## src/rtl/pipe_spawn_sched_pkg.sv

```systemverilog
`default_nettype none
// +----------------------------------------------------------------------------+
// | Module   : pipe_spawn_sched_pkg                                            |
// | Purpose  : Shared types and constants for the pipe spawn scheduler and    |
// |            its slot picker: FSM state encoding, random/gap/slot widths,   |
// |            the pipe spawn record and a saturating counter helper.         |
// | Ports    : none (package)                                                  |
// | Revision : 1.0 - initial release                                           |
// +----------------------------------------------------------------------------+
package pipe_spawn_sched_pkg;

  // Width of the random_gen output consumed by the draw stage.
  localparam int RAND_W = 7;
  // Gap y coordinate width (screen rows 0..127).
  localparam int GAP_W  = 7;
  // Slot index width; covers up to four pipe columns.
  localparam int SLOT_W = 2;

  typedef enum logic [2:0] {
    ST_IDLE   = 3'd0,
    ST_COUNT  = 3'd1,
    ST_DRAW   = 3'd2,
    ST_SELECT = 3'd3,
    ST_ISSUE  = 3'd4
  } state_t;

  // One pipe spawn as offered to the movers/renderer.
  typedef struct packed {
    logic [GAP_W-1:0]  gap_y;
    logic [SLOT_W-1:0] slot;
  } spawn_rec_t;

  // 8-bit increment that sticks at 255.
  function automatic logic [7:0] sat_inc8(input logic [7:0] v);
    return (v == 8'hFF) ? v : v + 8'd1;
  endfunction

endpackage
`default_nettype wire

```

## src/rtl/pipe_spawn_sched_rr_slot_pick.sv

```systemverilog
`default_nettype none
// +----------------------------------------------------------------------------+
// | Module   : rr_slot_pick                                                    |
// | Purpose  : Combinational round-robin first-free search. Starting just     |
// |            after i_last_slot and wrapping modulo NUM_SLOTS, returns the   |
// |            first slot whose i_slot_free bit is set.                       |
// | Ports    : i_slot_free [NUM_SLOTS] - bit i set = slot i available         |
// |            i_last_slot [SLOT_W]    - most recently granted slot           |
// |            o_found                 - at least one slot is free            |
// |            o_idx       [SLOT_W]    - chosen slot (0 when none found)      |
// | Revision : 1.0 - initial release                                           |
// +----------------------------------------------------------------------------+
module rr_slot_pick
  import pipe_spawn_sched_pkg::*;
#(
  parameter int NUM_SLOTS = 3
) (
  input  logic [NUM_SLOTS-1:0] i_slot_free,
  input  logic [SLOT_W-1:0]    i_last_slot,
  output logic                 o_found,
  output logic [SLOT_W-1:0]    o_idx
);

  localparam int c_W = SLOT_W + 1;

  logic [c_W-1:0] w_cand;

  // Walk from the farthest offset down to the nearest so the nearest free
  // slot is the last one written and therefore wins. last_slot + k never
  // exceeds 2*NUM_SLOTS-1, so a single conditional subtract is the modulo.
  always_comb begin
    o_found = 1'b0;
    o_idx   = '0;
    w_cand  = '0;
    for (int k = NUM_SLOTS; k >= 1; k--) begin
      w_cand = {1'b0, i_last_slot} + c_W'(k);
      if (w_cand >= c_W'(NUM_SLOTS)) begin
        w_cand = w_cand - c_W'(NUM_SLOTS);
      end
      if (i_slot_free[w_cand[SLOT_W-1:0]]) begin
        o_found = 1'b1;
        o_idx   = w_cand[SLOT_W-1:0];
      end
    end
  end

endmodule
`default_nettype wire

```

## src/rtl/pipe_spawn_sched.sv

```systemverilog
`default_nettype none
// +----------------------------------------------------------------------------+
// | Module   : pipe_spawn_sched                                                |
// | Purpose  : Pipe spawn scheduler for the game loop. Counts frames, draws a |
// |            gap height from the LFSR by rejection sampling, limits the    |
// |            step from the previous gap, picks a free column slot          |
// |            round-robin and offers the spawn over valid/ready.            |
// | Ports    : clk            - system clock, rising edge                     |
// |            resetn         - asynchronous active-low reset                 |
// |            enable         - game running; 0 aborts and idles              |
// |            frame_tick     - one-cycle pulse per frame                     |
// |            rand_in   [7]  - current random_gen value                      |
// |            slot_free [N]  - bit i set = slot i available                  |
// |            spawn_ready    - pipe logic accepts the spawn                  |
// |            spawn_valid    - spawn offer pending                           |
// |            spawn_gap_y [7]- gap y of the offered pipe                     |
// |            spawn_slot  [2]- slot index of the offered pipe                |
// |            missed_spawns[8]- spawns dropped for lack of a slot (sat.)     |
// | Revision : 1.0 - initial release                                           |
// +----------------------------------------------------------------------------+
module pipe_spawn_sched
  import pipe_spawn_sched_pkg::*;
#(
  parameter int SPAWN_PERIOD = 90,
  parameter int GAP_MIN      = 20,
  parameter int GAP_MAX      = 90,
  parameter int MAX_STEP     = 24,
  parameter int MAX_TRIES    = 4,
  parameter int NUM_SLOTS    = 3
) (
  input  logic                 clk,
  input  logic                 resetn,
  input  logic                 enable,
  input  logic                 frame_tick,
  input  logic [RAND_W-1:0]    rand_in,
  input  logic [NUM_SLOTS-1:0] slot_free,
  input  logic                 spawn_ready,
  output logic                 spawn_valid,
  output logic [GAP_W-1:0]     spawn_gap_y,
  output logic [SLOT_W-1:0]    spawn_slot,
  output logic [7:0]           missed_spawns
);

  localparam int c_CNT_W = (SPAWN_PERIOD > 2) ? $clog2(SPAWN_PERIOD) : 1;
  localparam int c_TRY_W = $clog2(MAX_TRIES + 1);

  localparam logic [c_CNT_W-1:0] c_RELOAD    = c_CNT_W'(SPAWN_PERIOD - 1);
  localparam logic [c_TRY_W-1:0] c_LAST_TRY  = c_TRY_W'(MAX_TRIES - 1);
  localparam logic [7:0]         c_RANGE     = 8'(GAP_MAX - GAP_MIN + 1);
  localparam logic [7:0]         c_GAP_MIN8  = 8'(GAP_MIN);
  localparam logic [GAP_W-1:0]   c_GAP_MID   = GAP_W'((GAP_MIN + GAP_MAX) / 2);
  localparam logic [SLOT_W-1:0]  c_SLOT_LAST = SLOT_W'(NUM_SLOTS - 1);

  // Signed 9-bit limits: prev_gap + MAX_STEP can exceed 127, so one bit
  // beyond an 8-bit signed value keeps both window edges exact.
  localparam logic signed [8:0] c_STEP_S = 9'(MAX_STEP);
  localparam logic signed [8:0] c_MIN_S  = 9'(GAP_MIN);
  localparam logic signed [8:0] c_MAX_S  = 9'(GAP_MAX);

  state_t              r_state;
  state_t              w_state_nxt;
  logic [c_CNT_W-1:0]  r_counter;
  logic [c_TRY_W-1:0]  r_tries;
  logic [GAP_W-1:0]    r_cand;
  logic [GAP_W-1:0]    r_prev_gap;
  logic [SLOT_W-1:0]   r_last_slot;
  spawn_rec_t          r_rec;
  logic [7:0]          r_missed;

  logic                w_draw_ok;
  logic [GAP_W-1:0]    w_draw_gap;
  logic                w_last_draw;
  logic                w_expire;
  logic                w_handshake;
  logic                w_slot_found;
  logic [SLOT_W-1:0]   w_slot_idx;
  logic signed [8:0]   w_prev_s;
  logic signed [8:0]   w_cand_s;
  logic signed [8:0]   w_lo;
  logic signed [8:0]   w_hi;
  logic signed [8:0]   w_step_c;
  logic signed [8:0]   w_gap_c;
  logic [GAP_W-1:0]    w_gap_sel;

  // Rejection sampling: only values below RANGE map onto the gap window,
  // which keeps the distribution uniform without a divider.
  assign w_draw_ok   = ({1'b0, rand_in} < c_RANGE);
  assign w_draw_gap  = GAP_W'(c_GAP_MIN8 + {1'b0, rand_in});
  assign w_last_draw = (r_tries == c_LAST_TRY);
  assign w_expire    = frame_tick && (r_counter == '0);
  assign w_handshake = (r_state == ST_ISSUE) && spawn_ready;

  // Step limit around the previous gap, then the absolute gap window.
  always_comb begin
    w_prev_s = $signed({2'b00, r_prev_gap});
    w_cand_s = $signed({2'b00, r_cand});
    w_lo     = w_prev_s - c_STEP_S;
    w_hi     = w_prev_s + c_STEP_S;
    w_step_c = (w_cand_s < w_lo) ? w_lo : ((w_cand_s > w_hi) ? w_hi : w_cand_s);
    w_gap_c  = (w_step_c < c_MIN_S) ? c_MIN_S :
               ((w_step_c > c_MAX_S) ? c_MAX_S : w_step_c);
  end

  assign w_gap_sel = GAP_W'(w_gap_c);

  rr_slot_pick #(
    .NUM_SLOTS (NUM_SLOTS)
  ) u_slot_pick (
    .i_slot_free (slot_free),
    .i_last_slot (r_last_slot),
    .o_found     (w_slot_found),
    .o_idx       (w_slot_idx)
  );

  // State register.
  always_ff @(posedge clk or negedge resetn) begin
    if (!resetn) begin
      r_state <= ST_IDLE;
    end else begin
      r_state <= w_state_nxt;
    end
  end

  // Next-state logic; dropping enable wins from every state.
  always_comb begin
    w_state_nxt = r_state;
    if (!enable) begin
      w_state_nxt = ST_IDLE;
    end else begin
      case (r_state)
        ST_IDLE:   w_state_nxt = ST_COUNT;
        ST_COUNT:  if (w_expire) w_state_nxt = ST_DRAW;
        ST_DRAW:   if (w_draw_ok || w_last_draw) w_state_nxt = ST_SELECT;
        ST_SELECT: w_state_nxt = w_slot_found ? ST_ISSUE : ST_COUNT;
        ST_ISSUE:  if (spawn_ready) w_state_nxt = ST_COUNT;
        default:   w_state_nxt = ST_IDLE;
      endcase
    end
  end

  // Outputs: valid is decoded from state, payload comes straight from the
  // registered spawn record so it is stable for the whole offer.
  always_comb begin
    spawn_valid   = (r_state == ST_ISSUE);
    spawn_gap_y   = r_rec.gap_y;
    spawn_slot    = r_rec.slot;
    missed_spawns = r_missed;
  end

  // Datapath registers.
  always_ff @(posedge clk or negedge resetn) begin
    if (!resetn) begin
      r_counter   <= c_RELOAD;
      r_tries     <= '0;
      r_cand      <= '0;
      r_prev_gap  <= c_GAP_MID;
      r_last_slot <= c_SLOT_LAST;
      r_rec       <= '0;
      r_missed    <= '0;
    end else begin
      // A completed handshake is history for the next gap/slot choice even
      // if enable falls in the same cycle: the receiver has taken the pipe.
      if (w_handshake) begin
        r_prev_gap  <= r_rec.gap_y;
        r_last_slot <= r_rec.slot;
      end
      if (!enable) begin
        r_counter <= c_RELOAD;
        r_tries   <= '0;
      end else begin
        case (r_state)
          ST_IDLE: begin
            r_counter <= c_RELOAD;
          end
          ST_COUNT: begin
            r_tries <= '0;
            if (frame_tick && (r_counter != '0)) begin
              r_counter <= r_counter - c_CNT_W'(1);
            end
          end
          ST_DRAW: begin
            if (w_draw_ok) begin
              r_cand <= w_draw_gap;
            end else begin
              r_tries <= r_tries + c_TRY_W'(1);
              if (w_last_draw) begin
                r_cand <= r_prev_gap;
              end
            end
          end
          ST_SELECT: begin
            if (w_slot_found) begin
              r_rec.gap_y <= w_gap_sel;
              r_rec.slot  <= w_slot_idx;
            end else begin
              r_missed  <= sat_inc8(r_missed);
              r_counter <= c_RELOAD;
            end
          end
          ST_ISSUE: begin
            if (spawn_ready) begin
              r_counter <= c_RELOAD;
            end
          end
          default: ;
        endcase
      end
    end
  end

endmodule
`default_nettype wire

```

## config.mk

```make
export PLATFORM = sky130hd
export DESIGN_NAME = pipe_spawn_sched
export DESIGN_NICKNAME = d
export VERILOG_FILES = /design/src/rtl/pipe_spawn_sched_pkg.sv /design/src/rtl/pipe_spawn_sched_rr_slot_pick.sv /design/src/rtl/pipe_spawn_sched.sv
export SDC_FILE = /design/constraint.sdc
export NUM_CORES = 1
export LEC_CHECK = 0
export ABC_AREA = 1
export BUFFER_PORTS_ARGS = -buffer_cell sky130_fd_sc_hd__buf_4
export CORE_MARGIN = 1.5
export CORE_UTILIZATION = 50
export CTS_CLUSTER_DIAMETER = 200
export DETAILED_ROUTE_END_ITERATION = 12
export PLACE_DENSITY = 0.78
export RECOVER_POWER = 50
export SLEW_MARGIN = 25
export SYNTH_ARGS = -nofsm -noshare
export SYNTH_HDL_FRONTEND = slang
export SYNTH_SLANG_ARGS = --single-unit
```

## constraint.sdc

```tcl
create_clock -name clk -period 5.5 [get_ports clk]
set_input_delay 1.1 -clock clk [delete_from_list [all_inputs] [get_ports clk]]
set_output_delay 1.1 -clock clk [all_outputs]
set_load 0.005 [all_outputs]
```

## After elaboration in Yosys (flattened, before gate mapping)

Index checks and enable logic that the tools add are counted.

| storage, ports and cells | value |
|---|---|
| output and inout port bits | 18 |
| word-level logic and storage cells | 97 |
| flip-flop bits (word level) | 46 |

| operators by class | value |
|---|---|
| eq/ne operators | 14 |
| $lt $le $gt $ge | 11 |
| $add $sub $neg | 12 |
| mux-type cells | 35 |
| bitwise gates (word level) | 2 |
| reductions and logical operators | 14 |

Operators by type and width:

| cell | number |
|---|---|
| $mux 7 | 8 |
| $pmux 7 s4 | 1 |
| $mux 3 | 7 |
| $ne 3x3->1 const B | 6 |
| $pmux 3 s5 | 1 |
| $mux 2 | 6 |
| $eq 3x2->1 const B | 3 |
| $ge 3x2->1 const B | 3 |
| $gt 9x8->1 const B | 1 |
| $lt 2x3->1 const B | 3 |
| $lt 9x6->1 const B | 1 |
| $mux 9 | 1 |
| $reduce_and 3->1 | 3 |
| $add 7x5->8 const B | 1 |
| $add 8x1->8 const B | 1 |
| $eq 8x8->1 const B | 1 |
| $gt 7x8->1 | 1 |
| $lt 8x8->1 | 1 |
| $mux 8 | 1 |
| $reduce_and 4->1 | 2 |
| $sub 7x5->8 const B | 1 |
| $add 5x7->7 const A | 1 |
| $logic_not 7->1 | 1 |
| $lt 7x7->1 const B | 1 |
| other kinds (19) | 32 |

## Depth between registers and ports, before layout

| depth | value |
|---|---|
| depth after elaboration | 11 |
| gate-level depth with buffers | 23 |
| mapped depth without buffers | 23 |

## Hierarchy

A second synthesis with hierarchy kept.

| unflattened totals | value |
|---|---|
| cell total of the unflattened synthesis | 411 |
| area total of the unflattened synthesis | 3128.0 µm² |

By module, submodules not included:

| module | instances | sequential area each (µm²) | area an instance (µm²) | cells each |
|---|---|---|---|---|
| pipe_spawn_sched | 1 | 1163.6 | 2940.3 | 375 |
| rr_slot_pick | 1 | 0.0 | 187.7 | 36 |

## Worst setup path before layout

No wires, ideal clock.

| path | value |
|---|---|
| kind | register to register |
| start point | register r_prev_gap[4] |
| end point | register r_rec (netlist bit spawn_gap_y[4]) |
| required time | 5.373 ns |
| arrival time | 3.034 ns |
| cell stages (with the launch flop) | 19 |
| path slack | 2.339 ns |
| cells stage by stage | dfstp_2 > inv_1 > ha_1 > inv_1 > ha_1 > a21oi_1 > o21bai_1 > a21oi_1 > nor2_1 > ha_1 > clkbuf_1 > o21ai_0 > inv_1 > nor2_1 > nand2_1 > nand2_1 > nand2_2 > nor3_1 > a21oi_1 |

| on the way | value |
|---|---|
| word-level cells in the longest chain between the ends | 7 |
| elaborated cells on any way between the ends | 10 |
| those cells by class | 2 x add/sub; 4 x order compare; 4 x mux |

RTL lines:

| element | RTL line | text |
|---|---|---|
| start: declaration | pipe_spawn_sched.sv:65 | `logic [GAP_W-1:0] r_prev_gap;` |
| start signal: assignment | pipe_spawn_sched.sv:156 | `r_prev_gap <= c_GAP_MID;` |
| start signal: assignment | pipe_spawn_sched.sv:164 | `r_prev_gap <= r_rec.gap_y;` |
| $add 7x5->8 | pipe_spawn_sched.sv:98 | `w_hi = w_prev_s + c_STEP_S;` |
| $gt 7x8->1 | pipe_spawn_sched.sv:99 | `w_step_c = (w_cand_s < w_lo) ? w_lo : ((w_cand_s > w_hi) ? w_hi : w_cand_s);` |
| $mux 8 | pipe_spawn_sched.sv:99 |  |
| $mux 9 (*) | pipe_spawn_sched.sv:99 |  |
| $gt 9x8->1 | pipe_spawn_sched.sv:101 | `((w_step_c > c_MAX_S) ? c_MAX_S : w_step_c);` |
| $mux 7 | pipe_spawn_sched.sv:101 |  |
| $mux 7 (*) | pipe_spawn_sched.sv:100 | `w_gap_c = (w_step_c < c_MIN_S) ? c_MIN_S :` |
| end: declaration | pipe_spawn_sched.sv:67 | `spawn_rec_t r_rec;` |

Every way passes the cells marked *; elsewhere a longest branch is shown, timed or not.
A chain may end at the register's enable or synchronous reset.

## Worst setup path in the final report

| path | value |
|---|---|
| start point | register r_prev_gap[4] |
| end point | register r_rec (netlist bit spawn_gap_y[0]) |

Same word-level chain as after synthesis.

==> flow_metrics.py <==
metrics = {
    "outcome": {
        "status": "finished with violations",
        "violations": "max-capacitance violations, max-slew violations",
    },
    "cts": {
        "cts_hold_buf": 0,
        "cts.clk_slew.worst_paths_ns": 0.09,
        "post_cts_buffers": 0,
        "cts.sinks": 46,
        "clock_latency_ns": 0.31,
        "cts_tree": "built",
        "cts-root-buf": "clkbuf_8",
        "ctsResizeCount": 0,
        "clk_path_buf_depth": 2,
        "cts.htree.levels": 2,
        "cts_inserted_buffers": 5,
    },
    "placement": {
        "hpwl_mm": 5.03,
        "portBuffers": 32,
        "place.gp.congestion": 0.888,
    },
    "logic_synthesis": {
        "syn_avg_cell_area_um2": 7.54,
        "synth_flop_cell": "dfrtp_1",
        "ys_warn_count": 0,
        "syn_nets": 441,
        "synth_edf_count": 0,
        "synth_cells": 405,
        "syn_area_mm2": 0.00306,
        "synth_cell_types": 43,
        "async_flop_share_pct": 100,
        "ys_seq_area_share_pct": 38.1,
        "synth_seq_cells": 46,
    },
    "pwr": {
        "p_per_area_mw_per_mm2": 653,
        "leakage_nw": 1.82,
        "ir_drop_mv": 0.449,
        "p_sw_share_pct": 50.7,
        "seq_power_share_pct": 25.6,
        "p_switching_w": 0.00115,
        "comb_power_share_pct": 63.1,
        "p_int_w": 0.00112,
        "p_clk_share_pct": 11.4,
    },
    "final_layout": {
        "most-common-layout-cells": "nand2_1 (88), inv_1 (61), nor2_1 (39)",
        "final_common_cell": "nand2_1",
        "antennaDiodeCount": 0,
        "final_nets": 475,
        "fill_cells": 536,
        "multi_input_area_mm2": 0.00162,
        "seq_area_mm2": 0.00116,
        "area_growth_pct": 13.7,
        "drive_gt1_share_pct": 16.4,
    },
    "floorplanning": {
        "die_x_um": 81.2,
        "row_count": 28,
        "boundaryPins": 33,
        "start_util_pct": 51.6,
        "die_area_mm2": 0.00659,
        "coreArea_mm2": 0.00592,
        "die_y_um": 81.2,
    },
    "timing": {
        "finalHoldViolations": 0,
        "worst_pin_slew_ns": 2.40,
        "fin_hold_ws_ns": 0.507,
        "setup_viol": 0,
        "setup-tns-final_ns": 0,
        "slew_violations": 47,
        "rsz0062_at_grt": "false",
        "skew_ns": 0.00821,
        "min_period_over_period_pct": 64.2,
        "max_slew_margin_pct": -59.9,
        "fmax_mhz": 283,
        "period_minus_slack_ns": 3.53,
    },
    "route": {
        "routed_wl_mm": 6.58,
        "firstDrtPassIters": 4,
        "drtIter0Drc": 121,
        "via_per_inst": 5.20,
        "vias": 2680,
        "drcViolationCount": 0,
        "wl_per_cell_um": 12.8,
        "ant_nets": 0,
    },
    "global_route": {
        "grt_pass1_wl_mm": 11.5,
        "overflow": 0,
        "grt_pass1_vias": 2626,
        "grt_max_degree": 47,
        "antenna_found_initial": 0,
        "grt_use_total_pct": 22.5,
    },
    "critical_path": {
        "cp.arrival_ns": 3.78,
        "path_cells": "inv_1 > ha_1 > inv_1 > ha_1 > a21oi_1 > o21bai_1 > a21oi_1 > nor2_1 > ha_1 > o21ai_0 > inv_1 > nor2_1 > nand2_1 > nand2_1 > nand2_2 > nor2_4 > nand3b_1 > nand2_1",
        "cp-start-kind": "flop",
        "end_kind": "flop",
        "slowest_stage": "dfstp_2",
        "crit_family": "adder cells",
        "cp.required_ns": 5.75,
        "cpPeakStageDelay_ns": 0.57,
        "cp_max_fo": 11,
        "critPathBufInv": 3,
        "critPathKind": "reg2reg",
    },
    "run": {
        "cap_violations": 1,
    },
    "min_path": {
        "hold_path.class": "reg2reg",
    },
}
## area by class of cell
| class | instances | area share, % |
|---|---|---|
| multi-input cells | 288 | 46.7 |
| flip-flops and latches | 46 | 33.5 |
| inverters | 66 | 7.17 |
| repair buffers | 32 | 6.70 |
| well taps | 75 | 2.70 |
| clock buffers | 5 | 1.98 |
| clock inverters | 3 | 1.26 |
## sequential cells by signal, indices dropped and copies added, names as in the netlist
register	count
r_counter	7
r_tries	3
r_cand	7
missed_spawns	8
spawn_slot	2
r_prev_gap	7
r_last_slot	2
spawn_gap_y	7
r_state	3
## final timing paths
path | startpoint | end | slack, ns | cells after the start
setup reg to reg | r_prev_gap[4] | spawn_gap_y[0] | 1.97 | 18
setup / recovery | r_prev_gap[4] | spawn_gap_y[0] | 1.97 | 18
hold reg to reg | r_counter[3] | r_counter[3] | 0.51 | 2
hold / removal | r_counter[3] | r_counter[3] | 0.51 | 2
min in group asynchronous | resetn | missed_spawns[0] | 1.52 | 1
max in group asynchronous | resetn | r_state[2] | 2.63 | 1
## Yosys cell counts (all sizes together), types with 2 or more instances
cell,n,area (um2)
or2,4,25.0
nand3b,2,15.0
dfstp,10,263
dfrtp,36,901
ha,21,263
o21ai,31,163
nor3,10,55.1
clkbuf,4,15.0
inv,65,244
xor2,7,61.3
a21oi,19,95.1
nand3,28,145
o211ai,6,45.0
o221ai,2,23.8
xnor2,4,35.0
nand2,95,384
nor2,41,164
o22ai,2,12.5
nand4,5,31.3
## kinds of logic (layout without fill, tap and decap cells)
group	count (synthesis)	in the layout	synth area share [%]
AOI/OAI and AO/OA	65	65	12.4
buffers and inverters	71	106	8.80
and+or+nand+nor	189	189	28.3
DFF	46	46	38.1
xor gates and xnor gates	11	11	3.15
muxes	2	2	0.696
adders and majority gates	21	21	8.60
## power by group through the flow
stage,Sequential (W),Combinational [W],Clock (W)
floorplan,0.000558,0.00109,0
global placement,0.000581,0.00136,0
detailed placement,0.000584,0.00141,0
CTS,0.000580,0.00142,0.000264
global route,0.000595,0.00166,0.000280
finish,0.000580,0.00143,0.000258
## worst min-delay path, cell delays in order, from the launching register on
cell and delay (ns):
dfstp_2 0.39, o21ai_0 0.07, nand2_1 0.05
## layer usage
| layer | GRT usage, % | vias up | wire length, um |
|---|---|---|---|
| met3 | 4.49 | 12 | 194 |
| met4 | 7.76 | 0 | 102 |
| met2 | 39.8 | 46 | 3290 |
| met5 | 0 | - | 0 |
| li1 | - | 1381 | - |
| met1 | 27.0 | 1241 | 2990 |
## stage by stage
step                std cells  power [W]  area (um2)  setup slack (ns)  utilization (%)
floorplan                 405    0.00165        3060              2.34                -
global placement          507    0.00194        3370              2.25             56.9
detailed placement        507    0.00199        3370              2.08             56.9
CTS                       515    0.00226        3480              2.02             58.8
global route              515    0.00253        3470              1.49             58.7
finish                    515    0.00227        3470              1.97             58.7
Power figures use the tool's default switching activity.
